## src/rtl/wb_master_pkg.sv

```systemverilog
// wb_master_pkg: shared FSM state type and Wishbone cycle-type codes for the burst master.
package wb_master_pkg;
  typedef enum logic [1:0] {IDLE, BURST, DONE} state_t;
  localparam logic [2:0] CTI_CLASSIC = 3'b000;
  localparam logic [2:0] CTI_INCR    = 3'b010;
  localparam logic [2:0] CTI_END     = 3'b111;
endpackage

```

## src/rtl/wb_beat_counter.sv

```systemverilog
// wb_beat_counter: remaining-beat counter with last-beat flag; a zero length loads as one beat.
module wb_beat_counter #(
  parameter int bl = 9
) (
  input  logic          clk,
  input  logic          rst,
  input  logic          load,
  input  logic [bl-1:0] len,
  input  logic          dec,
  output logic          last
);
  logic [bl-1:0] remaining;
  always_ff @(posedge clk) begin
    if (rst) remaining <= '0;
    else if (load) remaining <= (len == '0) ? bl'(1) : len;
    else if (dec) remaining <= remaining - bl'(1);
  end
  assign last = remaining == bl'(1);
endmodule

```

## src/rtl/wb_burst_master.sv

```systemverilog
// wb_burst_master: incrementing-burst Wishbone master with write/read beat streams.
// Optional ack timeout with sticky err flag when WB_MASTER_TIMEOUT_EN is defined.
module wb_burst_master
  import wb_master_pkg::*;
#(
  parameter int APP_AW = 26,
  parameter int dw     = 32,
  parameter int bl     = 9,
  parameter int TO_CYC = 255
) (
  input  logic              wb_clk_i,
  input  logic              wb_rst_i,
  input  logic              req_valid,
  output logic              req_ready,
  input  logic [APP_AW-1:0] req_addr,
  input  logic [bl-1:0]     req_len,
  input  logic              req_we,
  input  logic [dw-1:0]     wr_data,
  input  logic              wr_valid,
  output logic              wr_ready,
  output logic [dw-1:0]     rd_data,
  output logic              rd_valid,
  output logic              done,
  output logic              wb_cyc_o,
  output logic              wb_stb_o,
  output logic              wb_we_o,
  output logic [APP_AW-1:0] wb_addr_o,
  output logic [dw-1:0]     wb_dat_o,
  output logic [dw/8-1:0]   wb_sel_o,
  output logic [2:0]        wb_cti_o,
  input  logic              wb_ack_i,
  input  logic [dw-1:0]     wb_dat_i
`ifdef WB_MASTER_TIMEOUT_EN
  ,
  output logic              err
`endif
);
  state_t state, state_n;
  logic [APP_AW-1:0] addr;
  logic we, rdy, last, beat, accept, abort;
  assign accept = req_valid & req_ready;
  assign beat   = wb_ack_i & wb_stb_o;
  wb_beat_counter #(.bl(bl)) u_cnt (
    .clk (wb_clk_i),
    .rst (wb_rst_i),
    .load(accept),
    .len (req_len),
    .dec (beat),
    .last(last)
  );
  always_ff @(posedge wb_clk_i) state <= wb_rst_i ? IDLE : state_n;
  always_comb begin
    state_n = state;
    state_n = (state == IDLE && accept) ? BURST :
              (state == BURST && ((beat && last) || abort)) ? DONE :
              (state == DONE) ? IDLE : state;
  end
  // rdy holds req_ready low for the first cycle after reset releases
  always_ff @(posedge wb_clk_i) begin
    if (wb_rst_i) begin
      rdy      <= 1'b0;
      addr     <= '0;
      we       <= 1'b0;
      rd_data  <= '0;
      rd_valid <= 1'b0;
    end else begin
      rdy      <= 1'b1;
      rd_valid <= beat & ~we;
      if (beat && !we) rd_data <= wb_dat_i;
      if (accept) begin
        addr <= req_addr;
        we   <= req_we;
      end else if (beat) addr <= addr + APP_AW'(dw / 8);
    end
  end
  assign req_ready = (state == IDLE) && rdy;
  assign wb_cyc_o  = state == BURST;
  assign wb_stb_o  = wb_cyc_o & (~we | wr_valid);
  assign wb_we_o   = wb_cyc_o & we;
  assign wb_sel_o  = {(dw / 8){wb_cyc_o}};
  assign wb_cti_o  = !wb_cyc_o ? CTI_CLASSIC : last ? CTI_END : CTI_INCR;
  assign wb_addr_o = addr;
  assign wb_dat_o  = wb_we_o ? wr_data : '0;
  assign wr_ready  = beat & we;
  assign done      = state == DONE;
`ifdef WB_MASTER_TIMEOUT_EN
  localparam int TW = $clog2(TO_CYC + 1);
  logic [TW-1:0] tcnt;
  // abort on the cycle the count would reach TO_CYC, so cyc stays up exactly TO_CYC cycles
  assign abort = wb_cyc_o && !beat && tcnt == TW'(TO_CYC - 1);
  always_ff @(posedge wb_clk_i) begin
    if (wb_rst_i) begin
      tcnt <= '0;
      err  <= 1'b0;
    end else begin
      if (accept || beat) tcnt <= '0;
      else if (wb_cyc_o) tcnt <= tcnt + TW'(1);
      if (accept) err <= 1'b0;
      else if (abort) err <= 1'b1;
    end
  end
`else
  assign abort = 1'b0;
`endif
endmodule

```

## config.mk

```make
export PLATFORM = sky130hd
export DESIGN_NAME = wb_burst_master
export DESIGN_NICKNAME = d
export VERILOG_FILES = /design/src/rtl/wb_master_pkg.sv /design/src/rtl/wb_beat_counter.sv /design/src/rtl/wb_burst_master.sv
export SDC_FILE = /design/constraint.sdc
export NUM_CORES = 1
export LEC_CHECK = 0
export ABC_AREA = 1
export CAP_MARGIN = 20
export CORE_ASPECT_RATIO = 1.25
export CORE_UTILIZATION = 39
export DETAILED_ROUTE_END_ITERATION = 6
export PLACE_DENSITY = 0.84
export SLEW_MARGIN = 20
export SYNTH_ARGS = -nofsm -noshare
export SYNTH_HDL_FRONTEND = slang
export SYNTH_SLANG_ARGS = --single-unit
```

## constraint.sdc

```tcl
create_clock -name wb_clk_i -period 1.8 [get_ports wb_clk_i]
set_clock_uncertainty 0.05 [all_clocks]
set_input_delay 0.36 -clock wb_clk_i [delete_from_list [all_inputs] [get_ports wb_clk_i]]
set_output_delay 0.36 -clock wb_clk_i [all_outputs]
set_load 0.05 [all_outputs]
```

Word level (Yosys, flattened, before mapping):

Index checks and enable logic that the tools add are counted.

* magnitude comparators: 0
* $add $sub $neg: 2
* div/mod/pow operators: 0
* multiply operators: 0
* bitwise logic cells: 8
* equality and inequality tests: 3
* reduce and logical (&&, ||, !) cells: 12
* multiplexer cells: 12
* shifts and indexed selects: 0

Operators by type and width (count)
* $mux 26: 2
* $mux 32: 1
* $mux 9: 3
* $add 26x3->26 const B: 1
* $eq 9x1->1 const B: 1
* $logic_not 9->1: 1
* $sub 9x1->9 const B: 1
* $and 1x1->1: 6
* $mux 3: 2
* $logic_and 1x1->1: 5
* $mux 2: 2
* $reduce_bool 2->1: 2
* $reduce_bool 3->1: 1
* $eq 2x1->1 const B: 1
* $eq 2x2->1 const B: 1
* $logic_not 2->1: 1
* $mux 1: 2
* $reduce_or 2->1: 1
* $logic_not 1->1: 1
* $not 1->1: 1
* $or 1x1->1: 1

* memories kept: 0
* ROM bits: 0
* bits in writable memories: 0
* flip-flop bits (word level): 72
* latch bits: 0
* logic and storage cells: 45
* output and inout port bits: 104
* input bits: 105

Depth between registers and ports, before layout:

* depth in word-level cells: 8
* gate-level depth with buffers: 10
* mapped depth without buffers: 10

Cells and area by module:

Synthesis repeated with hierarchy kept, for this count alone.

* cells, all modules: 637
* area total of the unflattened synthesis: 4001.3 um2

Modules (own cells, without submodules)
* wb_burst_master: area each 3374.5 um2, seq. area each 1261.2 um2, instances 1, cells an instance 545
* wb_beat_counter: area each 626.9 um2, seq. area each 180.2 um2, instances 1, cells an instance 92

Least setup slack after synthesis:

Ideal clock, no wire load.

* kind: register -> output
* from: register state[0]
* to: output port wb_dat_o[10]
* slack: -1227 ps
* arrival time: 2617 ps
* required time: 1390 ps
* path buffers: 1
* cell stages (with the launch flop): 8
* path through: dfxtp_1 -> inv_2 -> nor2_8 -> inv_1 -> nor2_1 -> inv_1 -> clkbuf_1 -> nor2_1

* cells in the longest elaborated chain, start to end: 3

Ends and longest elaborated chain
* start, declared: RTL line wb_burst_master.sv:38 `state_t state, state_n;`
* start signal, assigned: RTL line wb_burst_master.sv:51 `always_ff @(posedge wb_clk_i) state <= wb_rst_i ? IDLE : state_n;`
* $eq 2x1->1: RTL line wb_burst_master.sv:77 `assign wb_cyc_o = state == BURST;`
* named net wb_cyc_o: RTL line wb_burst_master.sv:24 `output logic wb_cyc_o,`
* $and 1x1->1: RTL line wb_burst_master.sv:79 `assign wb_we_o = wb_cyc_o & we;`
* named net wb_we_o: RTL line wb_burst_master.sv:26 `output logic wb_we_o,`
* $mux 32: RTL line wb_burst_master.sv:83 `assign wb_dat_o = wb_we_o ? wr_data : '0;`
* end, declared: RTL line wb_burst_master.sv:28 `output logic [dw-1:0] wb_dat_o,`

The timed path passes the listed nets, and every way through them passes these cells.

Worst setup path in the final report:

* from: register u_cnt.remaining[4]
* to: output port wb_cti_o[2]

* cells in the longest elaborated chain, start to end: 3

Ends and longest elaborated chain
* start, declared: RTL line wb_beat_counter.sv:12 `logic [bl-1:0] remaining;`
* start signal, assigned: RTL line wb_beat_counter.sv:15 `else if (load) remaining <= (len == '0) ? bl'(1) : len;`
* start signal, assigned: RTL line wb_beat_counter.sv:16 `else if (dec) remaining <= remaining - bl'(1);`
* $eq 9x1->1: RTL line wb_beat_counter.sv:18 `assign last = remaining == bl'(1);`
* $mux 3 (2 in series): RTL line wb_burst_master.sv:81 `assign wb_cti_o = !wb_cyc_o ? CTI_CLASSIC : last ? CTI_END : CTI_INCR;`
* end, declared: RTL line wb_burst_master.sv:30 `output logic [2:0] wb_cti_o,`

Every way passes these cells.

==> flow_results.org <==
** Status
- The run finished, with violations left.
- The checks that failed: negative setup slack.

** STA
- Highest clock rate :: about 510 MHz
- Setup repair after global routing could not meet its margin everywhere.
- Worst-case setup margin in the final layout :: -0.158 ns
- Time the final worst path needs with I/O delays and setup :: 1.96 ns
- Setup TNS after final layout :: -4.80 ns
- In the finished design, the share of the clock period the worst path needs comes to 109%.
- Setup violations remaining at the end of the flow were counted as 36.
- The number of endpoints with negative hold slack in the final report was 0.
- Max-slew headroom at the worst pin :: 78.9%
- Number of pins with negative max-slew slack in the final report :: 0
- For the pin with the worst max-slew slack, the measured transition is 0.315 ns.

** Routing
- The detail route stage leaves a number of antenna-violating nets equal to 0.
- Total via count in the routed design :: 4781
- In the final routed layout, each cell accounts on average for 14.9 um.
- Detailed router's first-iteration violation count :: 291
- Remaining DRCs :: 0
- The final layout contains routed wiring with a total length of 14.4 mm.
- The first detailed-routing pass took 5 iterations.
- Detailed-route vias per instance :: 4.96

** Synth
- Post-Synthesis Cell Area :: 3840 um2
- A synthesized cell averages roughly 6.4 um2.
- Biggest area consumer among synthesized cells :: sky130_fd_sc_hd__dfxtp_1
- Synthesis Warnings :: 0
- When the netlist entered floorplanning its net count stood at 707.
- The synthesized design devotes to its leading area cell type 37.5% of total area.
- The synthesized design contains 72 register bits.
- Most area-consuming cells after synthesis :: sky130_fd_sc_hd__dfxtp_1 (38%), sky130_fd_sc_hd__nor2_1 (13%), sky130_fd_sc_hd__nand2_1 (10%)
- Distinct cells, synth :: 34
- Counting every instance in the synthesized netlist gives 599.
- For this run, the register share of the synthesized area comes to 37.5%.

** Worst setup path
- Required arrival time at the worst endpoint :: 1.39 ns
- In this run the register-to-register setup slack is 0.10 ns.
- Crit path arrival time :: 1.55 ns
- Highest fanout seen on the critical path :: 5
- The worst setup path is captured at an output pin.
- STA classifies the critical path startpoint as a flop.
- The number of cells on the worst reg-to-reg path is 8.
- Crit Path Class :: flop to output pin

** Global routing
- Largest net degree at the start of global routing :: 47
- Total global routing track utilization :: 28.1%
- Global-route wire length before repair :: about 23 mm
- Initial antenna violation count :: 0
- Total global routing overflow :: 0
- The via count of the first global-routing pass came to 4758.

** Power and ir drop
- The worst-case IR drop observed on VDD is approximately 0.74 mV.
- In this run the static leakage power is 0.00315 uW.
- Dividing total power by cell area gives a power density of 680 nW/um2.

** Placed design
- The HPWL after detailed placement is 10.6 mm.
- Prior to clock tree synthesis, the placed netlist has a worst setup slack of -0.113 ns.
- Routability-driven placement finished with a final weighted congestion of about 0.95.
- In this run the cell area measured after placement is between 6000 and 7000 um2.
- IO buf count :: 208
- Cell total after placement :: around 940

** Floorplanning
- Initial Utilization :: roughly two fifths
- Num rows :: 40
- Top-level I/O count :: 209
- Area of the placeable core :: 9610 um2
- The floorplan step defined a die boundary enclosing 10300 um2.
- Measured along the y axis, the die boundary spans approximately 110 um.
- The floorplan step set the die width to 90.8 um.

** Clock network
- Worst-Skew Late Latency :: 0.34 ns
- Clock-pin slew was measured on the worst setup and hold paths at 0.06 ns.
- TritonCTS clock tree :: done
- TritonCTS buffer count :: 9
- Counting along the longest clock path gives a buffer depth of 2.
- The tree is rooted in a sky130_fd_sc_hd__clkbuf_16.
- The clock net in this run drives a total of between 70 and 80 sinks.
- Hold repair after CTS inserted 0 buffers.
- H-tree levels :: 3

** Final layout
- In the final design database the tool counted 940 nets.
- Relative area change from synthesis to final layout :: 90.6%
- The library cell used most frequently in the layout, excluding fill and tap cells, is sky130_fd_sc_hd__clkdlybuf4s50_1.
- The library cells used most frequently in the layout, excluding fill and tap cells, are sky130_fd_sc_hd__clkdlybuf4s50_1 (104), sky130_fd_sc_hd__nand2_1 (101), sky130_fd_sc_hd__nor2_1 (96).
- In the final layout, the share of cells above drive strength 1 is 28.1%.
- Count of antenna diodes in the layout :: 0
- Finished Cell Area :: 7330 um2
- Excluding fillers, the count of instances in the completed layout stands at about 960.

** Flow run
- Number of max-cap violations :: 0

** Hold path
- Class of the worst hold path :: flop to flop
- Counting instances, the worst hold path has a depth of 2.
[cells by family (layout without fill, tap and decap cells)]
| family | after synthesis | count (layout) | share of synthesized area [%] |
|---|---|---|---|
| adder cells (fa/ha/maj) | 3 | 3 | 0.977 |
| AO/OA/AOI/OAI | 105 | 105 | 14.4 |
| buffers and inverters | 118 | 356 | 13.4 |
| flip-flops | 72 | 72 | 37.5 |
| AND/OR/NAND/NOR | 292 | 292 | 31.6 |
| XOR/XNOR | 9 | 9 | 2.05 |
[sequential cells by signal, indices dropped and copies added (netlist names)]
name / flops
u_cnt.remaining: 9
rd_data: 32
wb_addr_o: 26
we: 1
state: 2
rdy: 1
rd_valid: 1
[metrics by stage]
step           utilization, %  total power [uW]  hold WS, ns
6_report                 76.3              4980        0.414
2_1_floorplan               -              2520        0.435
5_1_grt                  76.3              5170        0.451
4_1_cts                  75.9              4960        0.415
3_3_place_gp             71.0              3090        0.404
3_5_place_dp             71.0              3120        0.406
[cell usage after synthesis, drive strengths merged]
master    n
nor2    139
nand2   104
inv      84
dfxtp    72
o21ai    61
nand3    36
a21oi    31
buf      23
clkbuf    9
a31oi     5
nand4     5
xor2      5
nor3      4
xnor2     4
a211oi    3
ha        3
clkinv    2
nor4      2
a22oi     1
a41oi     1
nand3b    1
o211ai    1
o21bai    1
o221ai    1
or2       1
[metal layers]
metal | up-vias | wire, um | track usage, %
li1 | 2339 | - | -
met1 | 2206 | 5410 | 30.3
met2 | 207 | 7570 | 52.6
met3 | 29 | 1020 | 6.38
met4 | 0 | 355 | 11.7
met5 | - | 0 | 0
[final timing paths]
check	start	to
setup / recovery	u_cnt.remaining[4]$_SDFFE_PP0P_	wb_cti_o[2]
setup reg to reg	wb_addr_o[2]$_SDFFE_PP0P_	wb_addr_o[16]$_SDFFE_PP0P_
hold reg to reg	wb_addr_o[1]$_SDFFE_PP0P_	wb_addr_o[1]$_SDFFE_PP0P_
hold / removal	wb_addr_o[1]$_SDFFE_PP0P_	wb_addr_o[1]$_SDFFE_PP0P_
[what timing repair did]
item / in CTS / in global routing
buffers inserted: 10 / 1
pin swaps: 7 / 6
setup endpoints to repair: 35 / 45
gates resized for setup: 20 / 10
cloned: 1 / 0
hold endpoints to repair: 0 / 0
[worst max-delay path, cell delays in order (launching register included)]
cell	delay, ns
sky130_fd_sc_hd__dfxtp_1	0.36
sky130_fd_sc_hd__nor2_1	0.20
sky130_fd_sc_hd__nand2_1	0.11
sky130_fd_sc_hd__inv_1	0.12
sky130_fd_sc_hd__nand2_2	0.09
sky130_fd_sc_hd__nor2_4	0.17
sky130_fd_sc_hd__buf_12	0.16
[layout make-up]
type                            count  area, um2
Multi-Input combinational cell    409       2230
Tap cell                          126        158
Clock inverter                      7       71.3
Timing Repair Buffer              254       2850
Sequential cell                    72       1450
Inverter                           86        333
Clock buffer                        9        225
Fill cell                         695       2280
[report_power, final]
part           internal, uW  switching, uW  leakage (uW)
Clock                  1070            728      0.000138
Sequential             1690           94.2      0.000591
Combinational           611            785       0.00243
Total                  3370           1610       0.00315
No activity file was read; power rests on OpenSTA's default activity.
